===== config.mk =====
export PLATFORM = sky130hd
export DESIGN_NAME = serial_bit_comparator_flat
export DESIGN_NICKNAME = d
export VERILOG_FILES = /design/src/rtl/serial_bit_comparator_if.sv /design/src/rtl/serial_bit_comparator.sv /design/src/flat_wrapper.sv
export SDC_FILE = /design/constraint.sdc
export NUM_CORES = 1
export LEC_CHECK = 0
export CAP_MARGIN = 20
export CORE_MARGIN = 8
export CORE_UTILIZATION = 43
export DETAILED_ROUTE_END_ITERATION = 8
export GPL_TIMING_DRIVEN = 0
export PLACE_DENSITY = 0.72
export SLEW_MARGIN = 30
export SYNTH_ARGS = -nofsm -noshare
export SYNTH_HDL_FRONTEND = slang
export SYNTH_SLANG_ARGS = --single-unit

===== constraint.sdc =====
create_clock -name clk -period 1.3 [get_ports clk]
set_clock_uncertainty 0.05 [all_clocks]
set_input_delay 0.195 -clock clk [delete_from_list [all_inputs] [get_ports clk]]
set_output_delay 0.195 -clock clk [all_outputs]
set_load 0.005 [all_outputs]

===== src/rtl/serial_bit_comparator_if.sv =====
`default_nettype none
// ============================================================================
// Module      : serial_bit_comparator_if
// Description : Control, bit-stream and result bundle for serial_bit_comparator.
// Revision    : 1.0 - initial release
// ============================================================================
interface serial_bit_comparator_if;
    logic start;
    logic sig;
    logic bit_valid;
    logic a_bit;
    logic b_bit;
    logic bit_ready;
    logic busy;
    logic done;
    logic lg;
    logic eq;
    logic ls;

    modport master (
        output start, sig, bit_valid, a_bit, b_bit,
        input  bit_ready, busy, done, lg, eq, ls
    );

    modport slave (
        input  start, sig, bit_valid, a_bit, b_bit,
        output bit_ready, busy, done, lg, eq, ls
    );
endinterface
`default_nettype wire


===== src/rtl/serial_bit_comparator.sv =====
`default_nettype none
// ============================================================================
// Module      : serial_bit_comparator
// Description : MSB-first bit-serial signed/unsigned magnitude comparator.
// Revision    : 1.0 - initial release
// ============================================================================
module serial_bit_comparator #(
    parameter int WIDTH = 4
) (
    input  wire logic              clk,
    input  wire logic              rst_n,
    serial_bit_comparator_if.slave bus
);
    localparam int                 CNT_W   = $clog2(WIDTH);
    localparam logic [CNT_W-1:0]   CNT_MAX = CNT_W'(WIDTH - 1);

    typedef enum logic [1:0] {
        IDLE  = 2'd0,
        SHIFT = 2'd1,
        DONE  = 2'd2
    } state_t;

    state_t             state_q, state_d;
    logic [CNT_W-1:0]   cnt_q, cnt_d;
    logic               sig_q, sig_d;
    logic               decided_q, decided_d;
    logic               a_gt_q, a_gt_d;
    logic               msb_diff_q, msb_diff_d;
    logic               lg_q, lg_d;
    logic               eq_q, eq_d;
    logic               ls_q, ls_d;
    logic               w_beat;

    assign w_beat = (state_q == SHIFT) && bus.bit_valid;

    always_ff @(posedge clk or negedge rst_n) begin
        if (!rst_n) begin
            state_q    <= IDLE;
            cnt_q      <= '0;
            sig_q      <= 1'b0;
            decided_q  <= 1'b0;
            a_gt_q     <= 1'b0;
            msb_diff_q <= 1'b0;
            lg_q       <= 1'b0;
            eq_q       <= 1'b0;
            ls_q       <= 1'b0;
        end else begin
            state_q    <= state_d;
            cnt_q      <= cnt_d;
            sig_q      <= sig_d;
            decided_q  <= decided_d;
            a_gt_q     <= a_gt_d;
            msb_diff_q <= msb_diff_d;
            lg_q       <= lg_d;
            eq_q       <= eq_d;
            ls_q       <= ls_d;
        end
    end

    always_comb begin
        state_d    = state_q;
        cnt_d      = cnt_q;
        sig_d      = sig_q;
        decided_d  = decided_q;
        a_gt_d     = a_gt_q;
        msb_diff_d = msb_diff_q;
        lg_d       = lg_q;
        eq_d       = eq_q;
        ls_d       = ls_q;

        case (state_q)
            IDLE: begin
                if (bus.start) begin
                    state_d    = SHIFT;
                    cnt_d      = CNT_MAX;
                    sig_d      = bus.sig;
                    decided_d  = 1'b0;
                    a_gt_d     = 1'b0;
                    msb_diff_d = 1'b0;
                end
            end
            SHIFT: begin
                if (w_beat) begin
                    if (cnt_q == CNT_MAX) begin
                        msb_diff_d = bus.a_bit ^ bus.b_bit;
                    end
                    // The first differing bit (MSB first) settles the magnitude order.
                    if (!decided_q && (bus.a_bit != bus.b_bit)) begin
                        decided_d = 1'b1;
                        a_gt_d    = bus.a_bit;
                    end
                    if (cnt_q == '0) begin
                        state_d = DONE;
                        // Signed operands with differing sign bits invert the unsigned order.
                        eq_d = ~decided_d;
                        lg_d = decided_d &  (a_gt_d ^ (sig_q & msb_diff_d));
                        ls_d = decided_d & ~(a_gt_d ^ (sig_q & msb_diff_d));
                    end else begin
                        cnt_d = cnt_q - CNT_W'(1);
                    end
                end
            end
            DONE: begin
                state_d = IDLE;
            end
            default: begin
                state_d = IDLE;
            end
        endcase
    end

    assign bus.bit_ready = (state_q == SHIFT);
    assign bus.busy      = (state_q != IDLE);
    assign bus.done      = (state_q == DONE);
    assign bus.lg        = lg_q;
    assign bus.eq        = eq_q;
    assign bus.ls        = ls_q;

endmodule
`default_nettype wire

===== src/flat_wrapper.sv =====
// flat-port wrapper written by rule: the top's interface ports become plain ports
module serial_bit_comparator_flat 
#(
    parameter int WIDTH = 4
)
  (clk, rst_n, bus_start, bus_sig, bus_bit_valid, bus_a_bit, bus_b_bit, bus_bit_ready, bus_busy, bus_done, bus_lg, bus_eq, bus_ls);
  serial_bit_comparator_if bus_i ();
  input  wire logic clk;
  input  wire logic rst_n;
  input wire logic [$bits(bus_i.start)-1:0] bus_start;
  input wire logic [$bits(bus_i.sig)-1:0] bus_sig;
  input wire logic [$bits(bus_i.bit_valid)-1:0] bus_bit_valid;
  input wire logic [$bits(bus_i.a_bit)-1:0] bus_a_bit;
  input wire logic [$bits(bus_i.b_bit)-1:0] bus_b_bit;
  output wire logic [$bits(bus_i.bit_ready)-1:0] bus_bit_ready;
  output wire logic [$bits(bus_i.busy)-1:0] bus_busy;
  output wire logic [$bits(bus_i.done)-1:0] bus_done;
  output wire logic [$bits(bus_i.lg)-1:0] bus_lg;
  output wire logic [$bits(bus_i.eq)-1:0] bus_eq;
  output wire logic [$bits(bus_i.ls)-1:0] bus_ls;
  assign bus_i.start = bus_start;
  assign bus_i.sig = bus_sig;
  assign bus_i.bit_valid = bus_bit_valid;
  assign bus_i.a_bit = bus_a_bit;
  assign bus_i.b_bit = bus_b_bit;
  assign bus_bit_ready = bus_i.bit_ready;
  assign bus_busy = bus_i.busy;
  assign bus_done = bus_i.done;
  assign bus_lg = bus_i.lg;
  assign bus_eq = bus_i.eq;
  assign bus_ls = bus_i.ls;
  serial_bit_comparator #(.WIDTH(WIDTH)) u_core (.clk(clk), .rst_n(rst_n), .bus(bus_i));
endmodule

## Word-level counts from Yosys, hierarchy flattened

Index checks and enable logic that the tools add are counted.

| word-level totals | value |
|---|---|
| register bits after elaboration | 11 |
| latch bits | 0 |
| RAM bits | 0 |
| ROM bits | 0 |
| input bits | 7 |
| output and inout port bits | 6 |
| logic and storage cells | 61 |
| memories | 0 |

| cells by class | value |
|---|---|
| add/sub/neg operators | 1 |
| multiply operators | 0 |
| divide/modulo/power cells | 0 |
| $lt $le $gt $ge | 0 |
| eq/ne operators | 8 |
| shift-type cells | 0 |
| mux-type cells | 24 |
| bitwise gates (word level) | 7 |
| reductions and logical operators | 12 |

Operators by type and width:

| kind | count |
|---|---|
| 1-bit 2-to-1 mux | 13 |
| 2-bit 2-to-1 mux | 6 |
| 3-bit AND reduction | 3 |
| 2-bit one-hot mux with 2 select lines | 2 |
| 1-bit one-hot mux with 2 select lines | 3 |
| 2-bit equality test, second input constant | 2 |
| 2-bit logical NOT | 2 |
| 2-bit by 1-bit inequality test with 1-bit output, second input constant | 2 |
| 2-bit inequality test, second input constant | 2 |
| 4-bit AND reduction | 1 |
| 2-bit nonzero test | 2 |
| 1-bit AND | 3 |
| 2-bit by 1-bit equality test with 1-bit output, second input constant | 1 |
| 1-bit logical AND | 2 |
| 1-bit inverter | 2 |
| 2-bit AND reduction | 1 |
| 2-bit by 1-bit subtractor with 2-bit output, second input constant | 1 |
| 1-bit XOR | 2 |
| 1-bit logical NOT | 1 |
| 1-bit inequality test | 1 |

## Logic depth before layout (Yosys ltp)

| logic depth | value |
|---|---|
| depth in word-level cells | 8 |
| gate-level depth with buffers | 6 |

## Worst setup path before layout

Ideal clock, no wire load.

| path | value |
|---|---|
| path kind | flip-flop to flip-flop |
| start | register u_core.cnt_q[0] |
| end | register u_core.ls_q, in the netlist u_core.bus.ls |
| arrival | 1,269 ps |
| slack | -141 ps |
| cell stages (with the launch flop) | 6 |
| clock period less this slack | 1,441 ps |
| cells stage by stage | dfrtp_1 ha_1 o21ai_0 a21oi_1 a21o_1 a32o_1 |

| on the way | value |
|---|---|
| word-level cells in the longest chain between the ends | 8 |
| elaborated cells on any way between the ends | 10 |

Ends and longest elaborated chain:

| element | line | source |
|---|---|---|
| start: declaration | serial_bit_comparator.sv:24 | `logic [CNT_W-1:0] cnt_q, cnt_d;` |
| start signal: assignment | serial_bit_comparator.sv:49 | `cnt_q <= cnt_d;` |
| 2-bit equality test | serial_bit_comparator.sv:84 | `if (cnt_q == CNT_MAX) begin` |
| 1-bit 2-to-1 mux | serial_bit_comparator.sv:84 |  |
| 1-bit 2-to-1 mux | serial_bit_comparator.sv:83 | `if (w_beat) begin` |
| 1-bit 2-to-1 mux | serial_bit_comparator.sv:71 | `case (state_q)` |
| 1-bit AND | serial_bit_comparator.sv:97 | `ls_d = decided_d & ~(a_gt_d ^ (sig_q & msb_diff_d));` |
| 1-bit XOR | serial_bit_comparator.sv:97 |  |
| 1-bit inverter | serial_bit_comparator.sv:97 |  |
| 1-bit AND | serial_bit_comparator.sv:97 |  |
| end signal: assignment | serial_bit_comparator.sv:56 | `ls_q <= ls_d;` |
| end: declaration | serial_bit_comparator.sv:31 | `logic ls_q, ls_d;` |

Parallel ways exist; a longest one is shown, timed or not. The select of a mux whose other input is x is not followed.
A chain may end at the register's enable or synchronous reset.

## Worst setup path in the final report

| path | value |
|---|---|
| start | register u_core.cnt_q[0] |
| end | register u_core.eq_q, in the netlist u_core.bus.eq |

| on the way | value |
|---|---|
| word-level cells in the longest chain between the ends | 2 |

Ends and longest elaborated chain:

| element | line | source |
|---|---|---|
| 2-bit logical NOT | serial_bit_comparator.sv:92 | `if (cnt_q == '0) begin` |
| 3-bit AND reduction (no source line) | -- |  |
| end signal: assignment | serial_bit_comparator.sv:55 | `eq_q <= eq_d;` |
| end: declaration | serial_bit_comparator.sv:30 | `logic eq_q, eq_d;` |

No other way between the ends.

==> results.sh <==
export IMPL_antenna_cells=0
export IMPL_place_gp_congestion=0.732
export IMPL_cp_startpoint="u_core.cnt_q[0]$_DFFE_PN0P_"
export IMPL_synth_top_area_frac=0.449
export IMPL_highest_layer="met4"
export IMPL_fin_util=0.697
export IMPL_fp_dieW_um=53.8
export IMPL_rsz0062_at_grt="yes"
export IMPL_ant_nets=0
export IMPL_h_tree_depth=1
export IMPL_synth_area_leaders="dfrtp_1, a22o_1, ha_1"
export IMPL_cts_buffers=3
export IMPL_viasPerCell=5.56
export IMPL_synth_cell_types=29
export IMPL_met2WireLength_um=744
export IMPL_reg2reg_to="u_core.bus.eq$_DFFE_PN0P_"
export IMPL_yosysTopAreaCell="dfrtp_1"
export IMPL_tritoncts="yes"
export IMPL_num_vias=562
export IMPL_rows=13
export IMPL_drv_slew=0
export IMPL_hold_viol=0
export IMPL_drt_met1_wl_um=683
export IMPL_fmax_ghz=0.684
export IMPL_drv_cap=0
export IMPL_crit_fanout=3
export IMPL_worst_pin_slew_ns=0.502
export IMPL_wl_met3_um=58
export IMPL_syn_mean_instance_area_um2=10.1
export IMPL_hold_buffers=0
export IMPL_ys_warn_count=0
export IMPL_clk_path_buf_depth=2
export IMPL_worst_setup_path_type="reg -> reg"
export IMPL_antenna_found_initial=0
export IMPL_drtPass1Iterations=4
export IMPL_cp_end_kind="register"
export IMPL_layout_commonest_cell="dfrtp_1"
export IMPL_coreArea_um2=1320
export IMPL_crit_arrival_ns=1.57
export IMPL_max_slew_margin=0.664
export IMPL_grt_max_degree=12
export IMPL_ios=13
export IMPL_synth_area_um2=613
export IMPL_violations="setup timing"
export IMPL_drt_wl_total_um=1500
export IMPL_leakagePower_uw=0.000429
export IMPL_wire_per_inst_um=14.8
export IMPL_cts_root_buf="clkbuf_4"
export IMPL_hp_class="in -> async"
export IMPL_clk_latency_ns=0.27
export IMPL_io_buffers=12
export IMPL_drt_iter0_drc=6
export IMPL_most_common_layout_cells="dfrtp_1, buf_4, clkdlybuf4s50_1"
export IMPL_finalSetupViolCount=5
export IMPL_start_util=0.465
export IMPL_dp_hpwl_um=1070
export IMPL_synth_nets=70
export IMPL_r2r_setup_slack_ns=-0.16
export IMPL_crit_path_end="u_core.bus.eq$_DFFE_PN0P_"
export IMPL_ys_seq_area_frac=0.449
export IMPL_grt_overflow=0
export IMPL_powerDensity_nw_per_um2=2110
export IMPL_grt_pass1_vias=583
export IMPL_hold_ws_ns=0.203
export IMPL_worstPathRequired_ns=1.40
export IMPL_ys_ff_latch=11
export IMPL_fp_dieArea_um2=2890
export IMPL_path_clk_slew_ns=0.07
export IMPL_r2r_cells=5
export IMPL_layout_drive_gt1_share=0.384
export IMPL_worst_ir_drop_vdd_mv=1.26
export IMPL_die_y_um=53.8
export IMPL_areaGrowthSynthToFinish_pct=49.8
export IMPL_startpoint_type="register"
export IMPL_cts_sinks=11
export IMPL_r2r_start="u_core.cnt_q[0]$_DFFE_PN0P_"
export IMPL_synthCells=61
export IMPL_drc=0
export IMPL_finalPower_uw=1940
export IMPL_period_share=1.13
export IMPL_grt_usage=0.117
export IMPL_status="finished with violations"
export IMPL_grt_first_pass_wirelength_um=2530
export IMPL_layout_nets=96
export IMPL_period_needed_ns=1.46
export IMPL_fin_ws_ns=-0.163
## flip-flops by register name, summed over array words and instances (netlist names)
name               cells
u_core.bus.lg          1
u_core.bus.eq          1
u_core.cnt_q           2
u_core.a_gt_q          1
u_core.decided_q       1
u_core.state_q         2
u_core.sig_q           1
u_core.bus.ls          1
u_core.msb_diff_q      1
## report_power, final
group,leakage (µW),switching (µW),internal [µW]
Clock,0.0000150,117,119
Combinational,0.000282,460,605
Sequential,0.000132,151,489
## routing by layer
metal  GRT usage  up-vias
met3      0.0358        2
met4      0.0378        0
met2       0.214       11
met1       0.124      272
li1            -      277
met5           0        -
## how the worst min path moves through the flow
stage | endpoint | depth (start not counted)
2_1_floorplan | u_core.a_gt_q$_DFFE_PN0P_ | 0
3_3_place_gp | u_core.bus.ls$_DFFE_PN0P_ | 1
3_5_place_dp | u_core.bus.lg$_DFFE_PN0P_ | 1
4_1_cts | u_core.state_q[0]$_DFFE_PN0P_ | 1
5_1_grt | u_core.state_q[0]$_DFFE_PN0P_ | 1
6_report | u_core.state_q[0]$_DFFE_PN0P_ | 1
## repair_timing
item                       in CTS  in global routing
pin swaps                       4                  5
setup endpoints to repair      14                 11
setup buffers                   8                  1
resized for setup              28                  6
## synth_stat cells
cell / count
a32o_1: 2
o21bai_2: 1
and2_1: 1
nor2b_1: 3
and3b_1: 1
nand4b_1: 1
inv_2: 1
a221o_1: 1
a211o_1: 1
o21ai_1: 3
o22ai_1: 1
ha_1: 2
o211a_1: 1
a31oi_1: 1
inv_1: 5
dfrtp_1: 11
a21oi_1: 3
mux2_1: 2
o21ai_0: 1
nand3_1: 2
a22oi_1: 1
xnor2_1: 1
a22o_1: 3
clkbuf_1: 1
nand2b_1: 2
nor2_1: 4
o21bai_1: 1
a21o_1: 3
nand2_1: 1
## logic make-up (layout without fill, tap and decap cells)
logic type                 after synthesis  after routing  synth area share
AOI/OAI and AO/OA                       23             23             0.280
and+or+nand+nor                         15             15             0.137
DFF                                     11             11             0.449
buffers and inverters                    7             32            0.0428
adders and majority gates                2              2            0.0408
muxes                                    2              2            0.0367
xor gates and xnor gates                 1              1            0.0143
## through the flow
step           cells  cell area, µm²  setup WS [ns]  setup TNS (ns)
2_1_floorplan     61             626        -0.0471         -0.0870
3_3_place_gp      88             764         -0.393           -3.14
3_5_place_dp      88             764         -0.419           -3.48
4_1_cts          100             897         -0.109          -0.424
5_1_grt          101             918         -0.204          -0.810
6_report         101             918         -0.163          -0.484
## worst max-delay path: stages (launching register included)
cell	delay, ns
dfrtp_1	0.44
inv_2	0.10
ha_4	0.14
nand4b_1	0.18
inv_2	0.12
mux2_4	0.30
## final cells by class
class	count	area, µm²
Fill cell	118	399
Timing Repair Buffer	21	168
Inverter	6	22.5
Tap cell	15	18.8
Multi-Input combinational cell	43	392
Clock buffer	4	26.3
Sequential cell	11	277
Buffer	1	15.0
(Power assumes the default switching activity.)
